### config.mk
export PLATFORM = sky130hd
export DESIGN_NAME = regfile_wb_arbiter_flat
export DESIGN_NICKNAME = d
export VERILOG_FILES = /design/src/rtl/regfile_wb_arbiter_pkg.sv /design/src/rtl/regfile_wb_arbiter_if.sv /design/src/rtl/regfile_wb_arbiter_rr_arb2.sv /design/src/rtl/regfile_wb_arbiter.sv /design/src/flat_wrapper.sv
export SDC_FILE = /design/constraint.sdc
export NUM_CORES = 1
export LEC_CHECK = 0
export ABC_AREA = 1
export BUFFER_PORTS_ARGS = -buffer_cell sky130_fd_sc_hd__buf_4
export CORE_MARGIN = 10
export CORE_UTILIZATION = 39
export DETAILED_ROUTE_END_ITERATION = 8
export PLACE_DENSITY = 0.68
export SYNTH_ARGS = -nofsm -noshare
export SYNTH_HDL_FRONTEND = slang
export SYNTH_HIERARCHICAL = 1
export SYNTH_SLANG_ARGS = --single-unit
### constraint.sdc
create_clock -name clk -period 4.75 [get_ports clk]
set_clock_uncertainty 0.2 [all_clocks]
set_input_delay 0.2375 -clock clk [delete_from_list [all_inputs] [get_ports clk]]
set_output_delay 0.2375 -clock clk [all_outputs]
set_load 0.1 [all_outputs]
### src/rtl/regfile_wb_arbiter_pkg.sv
// Shared types and sizes for the regfile writeback arbiter.
package regfile_pkg;

  localparam int DATABUS_SIZE      = 24;
  localparam int REGFILE_ADDR_BITS = 4;
  localparam int REGFILE_NUM_REGS  = 1 << REGFILE_ADDR_BITS;

  typedef enum logic {WB_SRC_ALU = 1'b0, WB_SRC_MEM = 1'b1} wb_src_e;

  typedef struct packed {
    logic [REGFILE_ADDR_BITS-1:0] addr;
    logic [DATABUS_SIZE-1:0]      data;
  } wb_req_t;

endpackage

### src/rtl/regfile_wb_arbiter_if.sv
// Writeback bus: two requesters, issue port, scoreboard and regfile write port.
interface regfile_wb_if;
  import regfile_pkg::*;

  logic                         alu_valid;
  logic                         alu_ready;
  logic [REGFILE_ADDR_BITS-1:0] alu_addr;
  logic [DATABUS_SIZE-1:0]      alu_data;
  logic                         mem_valid;
  logic                         mem_ready;
  logic [REGFILE_ADDR_BITS-1:0] mem_addr;
  logic [DATABUS_SIZE-1:0]      mem_data;
  logic                         issue_valid;
  logic [REGFILE_ADDR_BITS-1:0] issue_addr;
  logic [REGFILE_NUM_REGS-1:0]  busy_vec;
  logic                         rf_write_enable;
  logic [REGFILE_ADDR_BITS-1:0] rf_write_addr;
  logic [DATABUS_SIZE-1:0]      rf_write_data;

  // Arbiter side
  modport slave (
    input  alu_valid, alu_addr, alu_data,
    input  mem_valid, mem_addr, mem_data,
    input  issue_valid, issue_addr,
    output alu_ready, mem_ready, busy_vec,
    output rf_write_enable, rf_write_addr, rf_write_data
  );

  // Requester / pipeline side
  modport master (
    output alu_valid, alu_addr, alu_data,
    output mem_valid, mem_addr, mem_data,
    output issue_valid, issue_addr,
    input  alu_ready, mem_ready, busy_vec,
    input  rf_write_enable, rf_write_addr, rf_write_data
  );
endinterface

### src/rtl/regfile_wb_arbiter_rr_arb2.sv
// Two-way round-robin arbiter. req/gnt bit 0 = ALU, bit 1 = MEM.
// On a conflict the source not granted last wins; the pointer moves on any grant.
module rr_arb2
  import regfile_pkg::*;
(
  input  logic       clk,
  input  logic       rst_n,
  input  logic [1:0] req_i,
  output logic [1:0] gnt_o
);

  wb_src_e prio_q, prio_d;

  // Grant selection and next priority
  always_comb begin
    gnt_o  = 2'b00;
    prio_d = prio_q;
    case (req_i)
      2'b01:   gnt_o = 2'b01;
      2'b10:   gnt_o = 2'b10;
      2'b11:   gnt_o = (prio_q == WB_SRC_ALU) ? 2'b01 : 2'b10;
      default: gnt_o = 2'b00;
    endcase
    if (gnt_o[0])      prio_d = WB_SRC_MEM;
    else if (gnt_o[1]) prio_d = WB_SRC_ALU;
  end

  // Priority pointer, ALU-first out of reset
  always_ff @(posedge clk or negedge rst_n) begin
    if (!rst_n) prio_q <= WB_SRC_ALU;
    else        prio_q <= prio_d;
  end

endmodule

### src/rtl/regfile_wb_arbiter.sv
// Regfile writeback arbiter: RR grant between ALU and MEM, one register
// stage to the regfile write port, and a pending-write scoreboard.
// Optional saturating statistics counters when REGFILE_WB_STATS_EN is defined.
module regfile_wb_arbiter
  import regfile_pkg::*;
(
  input  logic        clk,
  input  logic        rst_n,
  regfile_wb_if.slave wb
`ifdef REGFILE_WB_STATS_EN
  ,
  output logic [15:0] stat_conflicts,
  output logic [15:0] stat_alu_wr,
  output logic [15:0] stat_mem_wr
`endif
);

  logic [1:0]                  gnt;
  wb_req_t                     sel_req;
  logic                        wr_ok;
  logic                        we_q;
  wb_req_t                     out_q;
  logic [REGFILE_NUM_REGS-1:0] busy_q, busy_d;

  rr_arb2 u_arb (
    .clk   (clk),
    .rst_n (rst_n),
    .req_i ({wb.mem_valid, wb.alu_valid}),
    .gnt_o (gnt)
  );

  assign wb.alu_ready = gnt[0];
  assign wb.mem_ready = gnt[1];

  // Mux the winning request; writes to r0 are accepted but never reach the port
  always_comb begin
    sel_req = gnt[1] ? wb_req_t'{addr: wb.mem_addr, data: wb.mem_data}
                     : wb_req_t'{addr: wb.alu_addr, data: wb.alu_data};
    wr_ok   = (|gnt) && (sel_req.addr != '0);
  end

  // Output stage: drains every cycle, addr/data hold when idle
  always_ff @(posedge clk or negedge rst_n) begin
    if (!rst_n) begin
      we_q  <= 1'b0;
      out_q <= '0;
    end else begin
      we_q <= wr_ok;
      if (wr_ok) out_q <= sel_req;
    end
  end

  // Scoreboard next state: clear on write, then set on issue so a new producer wins
  always_comb begin
    busy_d = busy_q;
    if (we_q) busy_d[out_q.addr] = 1'b0;
    if (wb.issue_valid && (wb.issue_addr != '0)) busy_d[wb.issue_addr] = 1'b1;
    busy_d[0] = 1'b0;
  end

  // Scoreboard register
  always_ff @(posedge clk or negedge rst_n) begin
    if (!rst_n) busy_q <= '0;
    else        busy_q <= busy_d;
  end

  assign wb.busy_vec        = busy_q;
  assign wb.rf_write_enable = we_q;
  assign wb.rf_write_addr   = out_q.addr;
  assign wb.rf_write_data   = out_q.data;

`ifdef REGFILE_WB_STATS_EN
  logic [15:0] conf_q, alu_q, mem_q;

  // Saturating event counters
  always_ff @(posedge clk or negedge rst_n) begin
    if (!rst_n) begin
      conf_q <= '0;
      alu_q  <= '0;
      mem_q  <= '0;
    end else begin
      if (wb.alu_valid && wb.mem_valid && conf_q != 16'hFFFF) conf_q <= conf_q + 16'd1;
      if (wr_ok && gnt[0] && alu_q != 16'hFFFF)               alu_q  <= alu_q + 16'd1;
      if (wr_ok && gnt[1] && mem_q != 16'hFFFF)               mem_q  <= mem_q + 16'd1;
    end
  end

  assign stat_conflicts = conf_q;
  assign stat_alu_wr    = alu_q;
  assign stat_mem_wr    = mem_q;
`endif

endmodule

### src/flat_wrapper.sv
// flat-port wrapper written by rule: the top's interface ports become plain ports
module regfile_wb_arbiter_flat import regfile_pkg::*;
  (clk, rst_n, wb_alu_valid, wb_alu_addr, wb_alu_data, wb_mem_valid, wb_mem_addr, wb_mem_data, wb_issue_valid, wb_issue_addr, wb_alu_ready, wb_mem_ready, wb_busy_vec, wb_rf_write_enable, wb_rf_write_addr, wb_rf_write_data);
  regfile_wb_if wb_i ();
  input  logic clk;
  input  logic rst_n;
  input wire logic [$bits(wb_i.alu_valid)-1:0] wb_alu_valid;
  input wire logic [$bits(wb_i.alu_addr)-1:0] wb_alu_addr;
  input wire logic [$bits(wb_i.alu_data)-1:0] wb_alu_data;
  input wire logic [$bits(wb_i.mem_valid)-1:0] wb_mem_valid;
  input wire logic [$bits(wb_i.mem_addr)-1:0] wb_mem_addr;
  input wire logic [$bits(wb_i.mem_data)-1:0] wb_mem_data;
  input wire logic [$bits(wb_i.issue_valid)-1:0] wb_issue_valid;
  input wire logic [$bits(wb_i.issue_addr)-1:0] wb_issue_addr;
  output wire logic [$bits(wb_i.alu_ready)-1:0] wb_alu_ready;
  output wire logic [$bits(wb_i.mem_ready)-1:0] wb_mem_ready;
  output wire logic [$bits(wb_i.busy_vec)-1:0] wb_busy_vec;
  output wire logic [$bits(wb_i.rf_write_enable)-1:0] wb_rf_write_enable;
  output wire logic [$bits(wb_i.rf_write_addr)-1:0] wb_rf_write_addr;
  output wire logic [$bits(wb_i.rf_write_data)-1:0] wb_rf_write_data;
  assign wb_i.alu_valid = wb_alu_valid;
  assign wb_i.alu_addr = wb_alu_addr;
  assign wb_i.alu_data = wb_alu_data;
  assign wb_i.mem_valid = wb_mem_valid;
  assign wb_i.mem_addr = wb_mem_addr;
  assign wb_i.mem_data = wb_mem_data;
  assign wb_i.issue_valid = wb_issue_valid;
  assign wb_i.issue_addr = wb_issue_addr;
  assign wb_alu_ready = wb_i.alu_ready;
  assign wb_mem_ready = wb_i.mem_ready;
  assign wb_busy_vec = wb_i.busy_vec;
  assign wb_rf_write_enable = wb_i.rf_write_enable;
  assign wb_rf_write_addr = wb_i.rf_write_addr;
  assign wb_rf_write_data = wb_i.rf_write_data;
  regfile_wb_arbiter u_core (.clk(clk), .rst_n(rst_n), .wb(wb_i));
endmodule
### Yosys cells after proc, flatten, opt, wreduce, memory -nomap -nowiden

Index checks and enable logic that the tools add are counted.

* bits in registers: 45
* input bits: 65
* word-level logic and storage cells: 34

* $lt $le $gt $ge: 4
* equality and inequality tests: 3
* multiplexer cells: 11
* bitwise gates (word level): 3
* reduce and logical (&&, ||, !) cells: 8

Operators with widths (number)
* $mux W16: 2
* $mux W28: 1
* $and A16 B16 Y16: 1
* $not A16 Y16: 1
* $or A16 B16 Y16: 1
* $lt A4 B5 Y1 const B: 2
* $demux W1 S4: 2
* $ge A4 B1 Y1 const B: 2
* $reduce_bool A4 Y1: 2
* $pmux W2 S3: 1
* $eq A2 B2 Y1 const B: 2
* $logic_and A1 B1 Y1: 4
* $mux W1: 4
* $eq A2 B1 Y1 const B: 1
* $mux W2: 1
* $reduce_bool A2 Y1: 1
* $reduce_or A2 Y1: 1

### Logic depth before layout (Yosys ltp)

Gate-level depths: netlist (run 1).

* depth in word-level cells: 9
* mapped depth: 13
* mapped depth without buffers: 11

### Cells and area by module

Netlist (run 1), hierarchy kept.

By module, submodules not included
* regfile_wb_arbiter: instances 1, cells an instance 291, area an instance 2173.3 µm², sequential area each 1101.1 µm²
* rr_arb2: instances 1, cells an instance 12, area an instance 71.3 µm², sequential area each 25.0 µm²

### Worst setup path after synthesis (run 1)

OpenSTA, ideal clock, no wires.

* kind: reg-to-reg
* from: register u_core.u_arb.prio_q
* to: register u_core.out_q, in the netlist u_core/wb.rf_write_addr[1]
* arrival time: 2208 ps
* required time: 4483 ps
* setup slack: 2274 ps
* stages on the path, launching flop included: 13
* path buffers: 3
* cell sequence: dfrtp_1 -> nand2_1 -> nand2_1 -> buf_4 -> nand2_1 -> nand2_1 -> nor2_4 -> nand2_4 -> nand2_2 -> buf_6 -> buf_6 -> nand2_1 -> nand2_1

* cells in the longest elaborated chain, start to end: 5

Ends and longest elaborated chain
* start: declaration: RTL line regfile_wb_arbiter_rr_arb2.sv:12 `wb_src_e prio_q, prio_d;`
* start signal: assignment: RTL line regfile_wb_arbiter_rr_arb2.sv:31 `else prio_q <= prio_d;`
* $mux W2 *: RTL line regfile_wb_arbiter_rr_arb2.sv:21 `2'b11: gnt_o = (prio_q == WB_SRC_ALU) ? 2'b01 : 2'b10;`
* $pmux W2 S3 *: RTL line regfile_wb_arbiter_rr_arb2.sv:18 `case (req_i)`
* named net wb_mem_ready: RTL line flat_wrapper.sv:16 `output wire logic [$bits(wb_i.mem_ready)-1:0] wb_mem_ready;`
* $mux W28: RTL line regfile_wb_arbiter.sv:37 `sel_req = gnt[1] ? wb_req_t'{addr: wb.mem_addr, data: wb.mem_data}`
* $reduce_bool A4 Y1: RTL line regfile_wb_arbiter.sv:39 `wr_ok = (|gnt) && (sel_req.addr != '0);`
* $logic_and A1 B1 Y1: RTL line regfile_wb_arbiter.sv:39
* end signal: assignment: RTL line regfile_wb_arbiter.sv:49 `if (wr_ok) out_q <= sel_req;`
* end: declaration: RTL line regfile_wb_arbiter.sv:22 `wb_req_t out_q;`

Mark *: on every way through the listed nets, which the timed path passes. The rest lies on a longest branch.
A chain may end at the register's enable or synchronous reset.

### Worst setup path after layout (run 1)

* from: input wb_alu_valid
* to: register u_core.out_q, in the netlist u_core/wb.rf_write_data[0]

* cells in the longest elaborated chain, start to end: 5

Ends and longest elaborated chain
* start: declaration: RTL line flat_wrapper.sv:7 `input wire logic [$bits(wb_i.alu_valid)-1:0] wb_alu_valid;`
* $eq A2 B2 Y1 or $eq A2 B1 Y1 (tied branches): RTL line regfile_wb_arbiter_rr_arb2.sv:18
* $pmux W2 S3 *: RTL line regfile_wb_arbiter_rr_arb2.sv:18
* $mux W28: RTL line regfile_wb_arbiter.sv:37
* $reduce_bool A4 Y1: RTL line regfile_wb_arbiter.sv:39
* $logic_and A1 B1 Y1: RTL line regfile_wb_arbiter.sv:39

Mark *: on every way between the ends. The rest lies on a longest branch, timed or not.

==> impl_results.md, run 1 <==
- Reg2reg end: u_core/wb.rf_write_data[0]
- Final wirelength: ~7100 um
- PwrDens: 709 nW/um2
- Max-cap viol count: 0
- Inserted Diodes: 0
- Final ANT Viol Nets: 0
- Final critical-path required period: 3440 ps
- Crit Path Category: primary input to flop
- Setup TNS: 0 ps
- Global Route Usage Sum: 15.4%
- Post-synthesis sequential area ratio: between 50% and 60%
- Post-synth EDFFs: 0
- Synthesized area: roughly 2200 um2
- Htree depth: 2
- First-pass GRT wire length: 11400 um
- Most numerous cell in the Yosys netlist: nand2_1
- Final setup violation count: 0
- Share of cells above drive strength 1: 30.2%
- Resized Gates After CTS: 0
- Ports: 112
- Largest cells by area after synthesis: dfrtp_1 50%, nand2_1 27%, nand3_1 7.1%
- Min-delay src: wb_issue_addr[1]
- # fillers: 554
- Fmax: 290 MHz
- IO Port Bufs: 110
- CTS tree: yes
- Max rail drop VDD: 498 uV
- Fin crit share: 72.5%
- Seq cells post-synth: 45
- Avg Inst Size Synth: 7.41 um2
- Syn Inst Count: between 300 and 400
- Ys Warns: 6
- R2R Setup Slk: 1570 ps
- Largest fanout on the critical path: 31
- Synth area leader: dfrtp_1
- Clock sink total: between 40 and 50
- DR WL/cell: 14.7 um
- Worst r2r src: u_core/u_arb/prio_q
- Unrepaired setup endpoints after global routing: false
- Core ar.: 5540 um2
- Hold path cells: 3
- DRT Pass-1 Iters: 4
- CTS Root Buffer Type: clkbuf_8
- Aggregate global routing overflow: 0
- List of most frequent post-synthesis cells: 159 x nand2_1, 45 x dfrtp_1, 32 x nand3_1
- Static leakage: approximately 1.8 nW
- Max_slew headroom: 31.8%
- Clock transition at path regs: 90 ps
- Final Max Tran Viols: 0
- Average vias per placed instance: 4.84
- # nets final: about 470
- Ys flop type: dfrtp_1
- Area delta synth->final: 43.7%
- Hold Path End: u_core/wb.busy_vec[3]
- Worst Path Required: 4730 ps
- Number of global-route vias before repair: approximately 2400
- Placer Congestion: 0.834
- Largest net degree at the start of global routing: 46
- Initial Util: 40.5%
- Max clock buf depth: 2
- Starting DRT DRC Count: 68
- Fraction of registers with async set or reset after synthesis: 100%
- Die area: 9190 um2
- Via count: 2331
- # DRC: 0
- Clk_lat worst skew: 290 ps
- Worst R2R Path Depth: 6
- Synth top area share: 50.2%
- Arrival @ worst endpoint: 3430 ps
- Worst min path class: primary input to flop
- CTS Buf Count: 5
- Rows: 27
- Initial antenna violation count: 0
- CP startpoint kind: primary input
- Net count after synthesis: 368
- HPWL after DPL: 5510 um
- Synth cell types: 20
- Hold_ws: 38.1 ps
- Status: finished clean
- CP Capture Type: flop
- Die Ht: 95.9 um
- Die W: 95.9 um
- Slew @ Worst Pin: 1020 ps
- Number of hold violations in the final report: 0
-- critical path, cell delays in order --
cell and delay [ps]:
dlygate4sd3_1 530, buf_4 140, inv_1 60, nand2_1 50, nand2_1 680, or2_1 890, nand2_2 570, nand2_1 180
nand2_1 70
-- layout by cell type, fill, tap and decap left out, drive strengths merged --
cell and n:
o31ai 5, dlygate4sd3 4, nand2 161, or2 2
dfrtp 45, conb 1, inv 11, bufinv 1
nand3 32, clkbuf 5, nor2 5, o21ai 25
clkinv 1, buf 110, clkinvlp 1, a21oi 1
-- timing repair --
| item | 4_1_cts | 5_1_grt |
|---|---|---|
| setup buffers | 0 | 0 |
| hold buffers | 4 | 0 |
| endpoints found under the hold margin | 47 | 0 |
-- layout make-up --
cell class / instances / area [um2] / share of cell area (%)
clock buffers: 5 / 68.8 / 2.13
repair buffers: 114 / 866 / 26.8
flip-flops and latches: 45 / 1130 / 34.9
multi-input cells: 232 / 987 / 30.6
clock inverters: 3 / 46.3 / 1.44
inverters: 11 / 41.3 / 1.28
well taps: 72 / 90.1 / 2.79
-- cell families after synthesis --
logic type | share of synthesized area (%)
AND/OR/NAND/NOR | 36.3
flip-flops | 50.2
AO/OA/AOI/OAI | 7.47
buffers and inverters | 5.85
other | 0.167
-- routing by layer --
| layer | vias to the layer above | wire length (um) | track usage [%] | part of all wire (%) |
|---|---|---|---|---|
| met5 | - | 0 | 0 | 0 |
| met3 | 10 | 807 | 7.47 | 11 |
| li1 | 1168 | - | - | - |
| met2 | 97 | 3320 | 25.1 | 47 |
| met1 | 1056 | 2870 | 17.5 | 40 |
| met4 | 0 | 112 | 4.55 | 1.6 |
-- worst max-delay path by stage --
stage                        startpoint                         end  slack [ps]
floorplan           u_core/u_arb/prio_q  u_core/wb.rf_write_addr[1]        2270
global placement           wb_alu_valid  u_core/wb.rf_write_addr[3]        1620
detailed placement         wb_alu_valid  u_core/wb.rf_write_data[0]        1550
CTS                        wb_alu_valid  u_core/wb.rf_write_data[0]        1310
global route               wb_alu_valid  u_core/wb.rf_write_data[5]        1030
finish                     wb_alu_valid  u_core/wb.rf_write_data[0]        1310
-- through the flow --
stage	power, mW	area, um2	util, %	worst slack (ps)	cells
final	2.29	3230	58.2	1310	482
after global routing	2.39	3230	58.2	1030	482
after CTS	2.31	3230	58.2	1310	482
after detailed placement	2.01	3070	55.4	1550	470
after global placement	2.00	3070	55.4	1620	470
after floorplan	1.67	2240	-	2270	303
-- sequential cells by signal, summed over array words and instances (netlist names) --
register                   count
u_core/wb.rf_write_data       24
u_core/wb.rf_write_addr        4
u_core/u_arb/prio_q            1
u_core/wb.rf_write_enable      1
u_core/wb.busy_vec            15
-- power breakdown --
| part | internal (mW) | leakage [nW] | switching, mW |
|---|---|---|---|
| logic | 0.268 | 1.20 | 1.14 |
| registers | 0.504 | 0.537 | 0.0803 |
| clock network | 0.158 | 0.0543 | 0.134 |
| total | 0.930 | 1.79 | 1.36 |
Note: power is estimated with default switching activity, not from simulation.
==> run 2, diff against run 1 <==
- ABC_AREA: 1 -> 0
- PLACE_DENSITY: 0.68 -> 0.69
- clock period: 4.75 -> 3.5 ns (I/O delays scaled with it)
==> run 2 against run 1 <==
Register-to-register slack got worse by 800 ps. Area after synthesis fell by 3.7%. Global-route usage fell by 1.3 points. Critical path depth fell by 1. Combinational power rose by 32%. Synthesized cell count fell by 43%. Core utilization rose by 1.8 points. Non-clock buffer count rose by 11. First-iteration DRC count fell by 29%. Cell area rose by 1.1%. Hold slack got worse by 27 ps. Worst setup slack got worse by 560 ps.
==> impl_results.md, run 2 <==
- Status: finished clean
- Hold_ws: 10.9 ps (-27.2 ps)
- Post-synth EDFFs: 0 (unchanged)
- Area delta synth->final: 51.0%
- Global Route Usage Sum: 14.1% (-1.3 points)
- Inserted Diodes: 0 (unchanged)
- Clk_lat worst skew: 300 ps (about the same)
- GRT met3 Usage: 8.01% (+0.54 points)
- Clock transition at path regs: 80 ps (about the same)
- Max reg flops: 24 (unchanged)
- CP Capture Type: flop
- Most common cell after layout, fill and taps aside: buf_4
- Htree depth: 2 (unchanged)
- # DRC: 0 (unchanged)
- Min-delay src: wb_alu_addr[2]
- Max rail drop VDD: 569 uV (+14%)
- Static leakage: 1.50 nW (-16%)
- Met1 Use GR: 15.4% (-2.1 points)
- Most numerous cell in the Yosys netlist: dfrtp_1
- CTS Buf Count: 5 (unchanged)
- Ys Warns: 6 (unchanged)
- CTS tree: yes
- Post-layout util: 60.0% (+1.8 points)
- Via count: 1800 (-23%)
- Largest fanout on the critical path: 25 (-19%)
- Arrival @ worst endpoint: 2740 ps (-690 ps)
- DR WL/cell: 16.9 um (+15%)
- Synth area leader: dfrtp_1
- Post-synthesis sequential area ratio: 52.1% (+1.9 points)
- Share of cells above drive strength 1: 59.1% (+29 points)
- # nets final: 360 (-24%)
- Number of hold violations in the final report: 0 (unchanged)
- Final ANT Viol Nets: 0 (unchanged)
- Net count after synthesis: 237 (-36%)
- Die Ht: 94.4 um (-1.5%)
- Ports: 112 (unchanged)
- Crit Path Category: primary input to flop
- CP cell instances: dlygate4sd3_1 > buf_4 > and2_1 > buf_4 > o41ai_2 > o21ai_2 > o221ai_1 > dlygate4sd3_1
- Worst Path Required: 3480 ps (-1250 ps)
- Fmax: 363 MHz
- CP max stage delay: 590 ps (-300 ps)
- CP startpoint kind: primary input
- Number of global-route vias before repair: 2019 (-17%)
- CP max-delay cell: dlygate4sd3_1
- Final setup violation count: 0 (unchanged)
- Aggregate global routing overflow: 0 (unchanged)
- # Post-CTS Setup Buffers: 0 (unchanged)
- Initial antenna violation count: 0 (unchanged)
- Syn Inst Count: 172 (-43%)
- DRT Pass-1 Iters: 4 (unchanged)
- Largest net degree at the start of global routing: 46 (unchanged)
- Worst min path class: primary input to flop
- Max-cap viol count: 0 (unchanged)
- Avg Inst Size Synth: 12.6 um2 (+70%)
- Commonest non-fill, non-tap cells in the layout: 111 x buf_4, 45 x dfrtp_1, 44 x mux2_2
- Final setup margin: 742 ps (-564 ps)
- Core ar.: 5440 um2 (-1.8%)
- Reg2reg end: u_core/wb.rf_write_addr[0]
- Synthesized area: 2160 um2 (-3.7%)
- Hold Path End: u_core/wb.rf_write_addr[2]
- Met2 usage: 22.9% (-2.2 points)
- Worst R2R Path Depth: 7 (+1)
- Final Max Tran Viols: 0 (unchanged)
- Clock sink total: 45 (unchanged)
- GRT busiest layer: met2
- Final critical-path required period: 2760 ps
- Hold path cells: 3 (unchanged)
- Placer Congestion: 0.868 (+4.1%)
- Die W: 94.4 um (-1.5%)
- Place WS: 905 ps (-647 ps)
- Worst r2r src: u_core/u_arb/prio_q
- Rows: 27 (unchanged)
- Max clock buf depth: 2 (unchanged)
- R2R Setup Slk: 770 ps (-800 ps)
- Average vias per placed instance: 4.89 (+1.1%)
- HPWL after DPL: 4830 um (-12%)
- List of most frequent post-synthesis cells: 45 x dfrtp_1, 44 x mux2_2, 27 x o21ai_0
- Final wirelength: 6220 um (-12%)
- PwrDens: 902 nW/um2 (+27%)
- Fin crit share: between 70% and 80%
- IO Port Bufs: 110 (unchanged)
- First-pass GRT wire length: 10100 um (-11%)
- Largest cells by area after synthesis: dfrtp_1 52%, mux2_2 23%, o21ai_0 6.3%
- CTS Root Buffer Type: clkbuf_8
- Die area: 8920 um2 (-3.0%)
- Seq cells post-synth: 45 (unchanged)
- Synth top area share: 52.1% (+1.9 points)
- Starting DRT DRC Count: 48 (-29%)
- Synth cell types: 23 (+15%)
- Ys flop type: dfrtp_1
- Slew @ Worst Pin: 571 ps (-452 ps)
- Max_slew headroom: 61.9% (+30 points)
- Fraction of registers with async set or reset after synthesis: 100% (unchanged)
- Initial Util: 39.7% (-0.79 points)
- Unrepaired setup endpoints after global routing: false
- Setup TNS: 0 ps (unchanged)
## run 2: cell types whose count changed after synthesis, moves of 4 or more
cell and change:
nand3b_1 +4, mux2_4 +6, nand2_1 -152, buf_2 -4
mux2_2 +44, inv_1 -6, nand2b_1 +6, nand3_1 -29
## run 2: worst max path at each step
stage,end,slack [ps],from,cells past startpoint
6_report,u_core/wb.rf_write_addr[0],740,wb_mem_valid,8
5_1_grt,u_core/wb.rf_write_addr[0],550,wb_mem_valid,7
3_5_place_dp,u_core/wb.rf_write_data[16],900,u_core/u_arb/prio_q,7
3_3_place_gp,u_core/wb.rf_write_data[23],980,u_core/u_arb/prio_q,7
4_1_cts,u_core/wb.rf_write_addr[0],730,wb_mem_valid,8
2_1_floorplan,u_core/wb.rf_write_addr[3],730,u_core/u_arb/prio_q,6
## run 2: critical path: cells and delay by family
kind	cells	cell delay, ps
AO/OA/AOI/OAI	3	560
buffers and inverters	4	1620
AND/OR/NAND/NOR	1	370
## run 2: what timing repair did
item                                   in CTS  in global routing
endpoints found under the hold margin      52                  1
hold buffers                               12                  1
gates resized for setup                     0                  0
## run 2: cell type report
type	count	area (um2)
clock buffers	6	72.6
clock inverters	2	10.0
fillers	469	2180
inverters	4	15.0
multi-input cells	114	965
flip-flops and latches	45	1130
well taps	72	90.1
repair buffers	125	983
## run 2: layer usage
layer  routed length (um)  part of all wire [%]  up-vias
met5                    0                     0        -
met4                   72                   1.2        0
met3                  803                    13        7
met2                 2980                    48       85
met1                 2360                    38      842
li1                     -                     -      866
## run 2: logic make-up after synthesis
kind of cell,Yosys count,synth area share [%]
buffers and inverters,13,3.42
other,1,0.174
muxes,50,27.1
DFF,45,52.1
and+or+nand+nor,26,7.01
AOI/OAI and AO/OA,37,10.2
## run 2: metrics by stage
stage                     power (mW)  instance area, um2  cells
final                           2.94                3260    368
after floorplan                 2.20                2160    172
after detailed placement        2.64                3050    347
after global routing            3.07                3260    368
after CTS                       2.97                3250    367
after global placement          2.62                3050    347
## run 2: power by group
group          total, mW  internal, mW  leakage, nW  switching (mW)
clock network      0.311         0.139       0.0450           0.173
logic               1.86         0.417        0.932            1.44
registers          0.776         0.680        0.520          0.0961
total               2.94          1.23         1.50            1.71
